===== src/rtl/serial_bus_receiver.sv =====
// Single-wire bus receiver: deserialises LSB-first bits into words
// and presents them on a valid/ready port with frame/overrun flags.
module serial_bus_receiver #(
  parameter int WIDTH = 8,
  parameter int CNT_W = 5
) (
  input  logic             clk,
  input  logic             rst,
  input  logic             data_enable_low,
  input  logic             data_bus,
  output logic [WIDTH-1:0] out_data,
  output logic             out_valid,
  input  logic             out_ready,
  output logic             frame_err,
  output logic             overrun,
  output logic             busy,
  output logic [15:0]      word_count
);

  typedef enum logic {
    IDLE  = 1'b0,
    SHIFT = 1'b1
  } state_t;

  localparam logic [CNT_W-1:0] LAST = CNT_W'(WIDTH - 1);

  state_t           state;
  logic [CNT_W-1:0] cnt;
  logic [WIDTH-1:0] shreg;
  logic [WIDTH-1:0] bit_mask;
  logic [WIDTH-1:0] word;
  logic             xfer;
  logic             can_load;

  assign bit_mask = WIDTH'(1) << cnt;
  assign word     = {data_bus, shreg[WIDTH-2:0]};
  assign xfer     = out_valid & out_ready;
  // slot is free if empty or being drained on this very edge
  assign can_load = ~out_valid | out_ready;

  always_ff @(posedge clk) begin
    if (rst) begin
      state      <= IDLE;
      cnt        <= '0;
      shreg      <= '0;
      out_data   <= '0;
      out_valid  <= 1'b0;
      frame_err  <= 1'b0;
      overrun    <= 1'b0;
      busy       <= 1'b0;
      word_count <= '0;
    end else begin
      frame_err <= 1'b0;
      overrun   <= 1'b0;
      if (xfer) begin
        out_valid <= 1'b0;
      end
      unique case (state)
        IDLE: begin
          if (!data_enable_low) begin
            shreg <= {{(WIDTH-1){1'b0}}, data_bus};
            cnt   <= CNT_W'(1);
            state <= SHIFT;
            busy  <= 1'b1;
          end
        end
        SHIFT: begin
          if (data_enable_low) begin
            frame_err <= 1'b1;
            shreg     <= '0;
            cnt       <= '0;
            state     <= IDLE;
            busy      <= 1'b0;
          end else if (cnt == LAST) begin
            shreg <= '0;
            cnt   <= '0;
            state <= IDLE;
            busy  <= 1'b0;
            if (can_load) begin
              out_data   <= word;
              out_valid  <= 1'b1;
              word_count <= word_count + 16'd1;
            end else begin
              overrun <= 1'b1;
            end
          end else begin
            if (data_bus) begin
              shreg <= shreg | bit_mask;
            end
            cnt <= cnt + CNT_W'(1);
          end
        end
        default: begin
          state <= IDLE;
          cnt   <= '0;
          busy  <= 1'b0;
        end
      endcase
    end
  end

endmodule


===== config.mk =====
export PLATFORM = sky130hd
export DESIGN_NAME = serial_bus_receiver
export DESIGN_NICKNAME = d
export VERILOG_FILES = /design/src/rtl/serial_bus_receiver.sv
export SDC_FILE = /design/constraint.sdc
export NUM_CORES = 1
export LEC_CHECK = 0
export ABC_AREA = 1
export ABC_CLOCK_PERIOD_IN_PS = 1600
export BUFFER_PORTS_ARGS = -buffer_cell sky130_fd_sc_hd__buf_2
export CAP_MARGIN = 10
export CELL_PAD_IN_SITES_DETAIL_PLACEMENT = 0
export CELL_PAD_IN_SITES_GLOBAL_PLACEMENT = 1
export CORE_MARGIN = 2
export CORE_UTILIZATION = 33
export DETAILED_ROUTE_END_ITERATION = 6
export PLACE_DENSITY_LB_ADDON = 0.1
export REMOVE_ABC_BUFFERS = 1
export SYNTH_ARGS = -nofsm -noshare
export SYNTH_HDL_FRONTEND = slang
export SYNTH_SLANG_ARGS = --single-unit
export TNS_END_PERCENT = 30

===== constraint.sdc =====
create_clock -name clk -period 1.6 [get_ports clk]
set_input_delay 0.08 -clock clk [delete_from_list [all_inputs] [get_ports clk]]
set_output_delay 0.08 -clock clk [all_outputs]
set_load 0.005 [all_outputs]

Yosys cells after proc, flatten, opt, wreduce, memory -nomap -nowiden

Index checks and enable logic that the tools add are counted.

Flip-flop bits (word level): 42

Add/subtract/negate cells: 2
Reductions and logical operators: 5
Equal/unequal tests: 4
Bitwise gates (word level): 7
Multiplexer cells: 24
Shift operators: 1

Operators with widths:

| kind                    | number |
|---|---|
| $mux W8                 | 4 |
| $add A16 B1 Y16 const B | 1 |
| $pmux W8 S2             | 1 |
| $mux W5                 | 3 |
| $mux W1                 | 13 |
| $pmux W5 S2             | 1 |
| $or A8 B8 Y8            | 1 |
| $shl A1 B5 Y8 const A   | 1 |
| $add A5 B1 Y5 const B   | 1 |
| $eq A5 B3 Y1 const B    | 1 |
| $ne A4 B3 Y1 const B    | 1 |
| $not A1 Y1              | 4 |
| $pmux W1 S2             | 2 |
| $reduce_and A2 Y1       | 2 |
| $reduce_and A4 Y1       | 1 |
| $reduce_or A4 Y1        | 1 |
| $ne A3 B2 Y1 const B    | 1 |
| $ne A2 B2 Y1 const B    | 1 |
| $reduce_or A2 Y1        | 1 |
| $and A1 B1 Y1           | 1 |
| $or A1 B1 Y1            | 1 |

Longest topological paths before layout

Word-level depth: 6
Depth in mapped cells: 10

Worst setup path before layout

Ideal clock, no wire load.

Kind: flip-flop to flip-flop
Start point: reg cnt[1]
End point: reg word_count[13]
Path slack: 0.079 ns
Arrival: 1.408 ns
Setup time: 0.113 ns
Cell stages (with the launch flop): 10
Path through: dfxtp_1 -> ha_1 -> inv_1 -> nor2_1 -> nand2_2 -> nor2_8 -> buf_6 -> nand4_1 -> nor2_1 -> nor2_1

Longest elaborated chain between the ends: 2

RTL lines:

| element                            | line | text |
|---|---|---|
| from (decl)                        | 28   | `logic [CNT_W-1:0] cnt;` |
| from (signal assigned)             | 90   | `cnt <= cnt + CNT_W'(1);` |
| $eq A5 B3 Y1                       | 74   | `end else if (cnt == LAST) begin` |
| $reduce_and A4 Y1 (no source line) | -    |  |
| to (signal assigned)               | 82   | `word_count <= word_count + 16'd1;` |
| to (decl)                          | 17   | `output logic [15:0] word_count` |

Every way passes these cells.
A chain may end at the register's enable or synchronous reset.

Worst setup path after layout

Same ends and word-level chain as after synthesis.

==> flow_metrics.env <==
export IMPL_p_total_mw=2.14
export IMPL_antenna_left=0
export IMPL_holdWs_ns=0.0650
export IMPL_start_util_pct=34.4
export IMPL_seq_area_frac_synth_pct=42.8
export IMPL_drt_first_pass_iters=4
export IMPL_path_common_cell="nand2_1"
export IMPL_clock_sinks=41
export IMPL_min_path_type="in2reg"
export IMPL_grt_pass1_wl_mm=7.76
export IMPL_r2r_start="cnt[1]"
export IMPL_clkLatencyLatePin_ns=0.29
export IMPL_drt_iter0_drc=55
export IMPL_synth_simple_area_share_pct=33.7
export IMPL_maxSlewHeadroom_pct=79.0
export IMPL_row_count=27
export IMPL_grt_max_degree=18
export IMPL_final_max_slew_viol_count=0
export IMPL_dp_cells=388
export IMPL_io_buffers=32
export IMPL_clk_pin_slew_ns=0.08
export IMPL_synth_xor_area_share_pct=2.28
export IMPL_hpwl_mm=3.38
export IMPL_stdcell_count=399
export IMPL_min_period_ns=1.48
export IMPL_overflow=0
export IMPL_synth_area_mux_share_pct=0
export IMPL_end_kind="flop"
export IMPL_core_area_mm2=0.00557
export IMPL_cellPowerDensity_mw_per_mm2=865
export IMPL_skew_ns=0.00695
export IMPL_synth_edf_count=0
export IMPL_die_w_um=80.3
export IMPL_yosysWarnings=0
export IMPL_worstPathRequired_ns=1.84
export IMPL_design_die_area_mm2=0.00644
export IMPL_antenna_found_initial=0
export IMPL_ys_top_cells_by_area="dfxtp_1 (43%), nand2_1 (11%), nor2_1 (8.0%)"
export IMPL_postSynthRegisterBits=41
export IMPL_cts_tree="yes"
export IMPL_via_count=1829
export IMPL_fin_setup_tns_ns=0
export IMPL_critPathKind="reg2reg"
export IMPL_max_stage_delay_ns=0.36
export IMPL_drcViolationCount=0
export IMPL_syn_inst=275
export IMPL_synth_compound_area_share_pct=9.97
export IMPL_finalHoldViolations=0
export IMPL_hold_buffers=0
export IMPL_cts_made_buffers=5
export IMPL_grt_setup_unrepaired="false"
export IMPL_cap_violations=0
export IMPL_wire_per_inst_um=11.8
export IMPL_synth_most_common_cell="nand2_1"
export IMPL_grt_usage_pct=15.7
export IMPL_critPathLaunchType="flop"
export IMPL_crit_path_top_delay_cell="dfxtp_2"
export IMPL_cts_root_buf="clkbuf_8"
export IMPL_fmax_mhz=676
export IMPL_io_pins=33
export IMPL_yosysTopAreaCell="dfxtp_1"
export IMPL_fin_ws_ns=0.121
export IMPL_area_growth_pct=28.7
export IMPL_diodes=0
export IMPL_h_tree_depth=2
export IMPL_ir_drop_v=0.000494
export IMPL_worstPathCellList="ha_4 -> inv_2 -> nor2_2 -> nand2_2 -> nor2_8 -> clkbuf_16 -> nand3_1 -> nand2_1 -> nand2_1 -> nor2_1"
export IMPL_setup_viol_count_final=0
export IMPL_netlist_area_mm2=0.00192
export IMPL_nets=333
export IMPL_synth_top_cells_by_count="nand2_1 (58), dfxtp_1 (41), nor2_1 (41)"
export IMPL_hp_start="data_enable_low"
export IMPL_fin_area_mm2=0.00247
export IMPL_critPathLaunch="cnt[1]"
export IMPL_final_util_pct=44.3
export IMPL_critPathArrivalTime_ns=1.72
export IMPL_drive_gt1_share_pct=23.2
export IMPL_async_reset_ff_share_pct=0
export IMPL_synth_top_family_by_area="simple AND/OR/NAND/NOR gates"
export IMPL_crit_fanout=6
export IMPL_avgSynthCellArea_um2=6.98
export IMPL_status="finished clean"
export IMPL_fin_crit_sh_pct=92.4
export IMPL_synth_fa_ha_area_share_pct=1.30
export IMPL_dieHeight_um=80.3
export IMPL_synthFlopType="dfxtp_1"
export IMPL_worst_pin_slew_ns=0.313
export IMPL_via_per_inst=4.58
export IMPL_clock_path_buffers=2
export IMPL_grt_pass1_vias=1644
export IMPL_leakagePower_nw=1.13
export IMPL_dpl_cell_area_mm2=0.00226
export IMPL_place_ws_ns=0.0665
export IMPL_place_congestion=0.789
export IMPL_synth_top_area_share_pct=42.8
export IMPL_synthDistinctLibCells=23
export IMPL_routed_wl_mm=4.72
[what timing repair did]
item	CTS	global route
setup buffers	0	1
resized for setup	0	11
endpoints found under the setup margin	0	19
[power by group]
part	total [mW]	switching [mW]	internal, mW
clock	0.994	0.374	0.620
combinational	0.108	0.0677	0.0403
sequential	1.04	0.00641	1.03
[area by class of cell]
class,instances,area (um^2)
Fill cell,606,3100
Multi-Input combinational cell,188,941
Sequential cell,41,826
Timing Repair Buffer,50,329
Inverter,40,150
Tap cell,72,90.1
Clock buffer,5,68.8
Clock inverter,3,65.1
[worst paths after layout]
| path | cells after the start | endpoint | slack, ns |
|---|---|---|---|
| max | 10 | word_count[13] | 0.12 |
| min | 2 | cnt[0] | 0.06 |
| max reg2reg | 10 | word_count[13] | 0.12 |
| min reg2reg | 2 | out_data[4] | 0.45 |
[state kept, by name (all words and copies together) (netlist names)]
signal      count
out_valid       1
cnt             5
frame_err       1
word_count     16
state           1
overrun         1
busy            1
shreg           7
out_data        8
[kinds of logic after synthesis]
| family | after synthesis |
|---|---|
| DFF | 41 |
| AOI/OAI and AO/OA | 37 |
| adders and majority gates | 2 |
| and+or+nand+nor | 143 |
| buffers and inverters | 47 |
| xor gates and xnor gates | 5 |
[critical path: cells and delay by family, from the launching register on]
| family | cells | cell delay (ns) |
|---|---|---|
| buffers and inverters | 2 | 0.22 |
| AND/OR/NAND/NOR | 7 | 0.71 |
| adder cells (fa/ha/maj) | 1 | 0.14 |
| flip-flops | 1 | 0.36 |
[placed cells by master (no fill, tap or decap), types with 10 or more instances in the layout]
cell and instances:
buf_4 15, buf_2 32, nand2_1 58, nand4_1 10
nand3_1 22, inv_1 36, dfxtp_1 37, a21oi_1 22
nor2_1 39, o21ai_0 13
[layer usage]
metal	up-vias	wire [um]	track usage, %
met5	-	0	0
met4	0	53	5.08
met3	6	109	3.37
met2	21	2330	26.3
met1	824	2230	19.9
li1	978	-	-
Note: power is estimated with default switching activity, not from simulation.
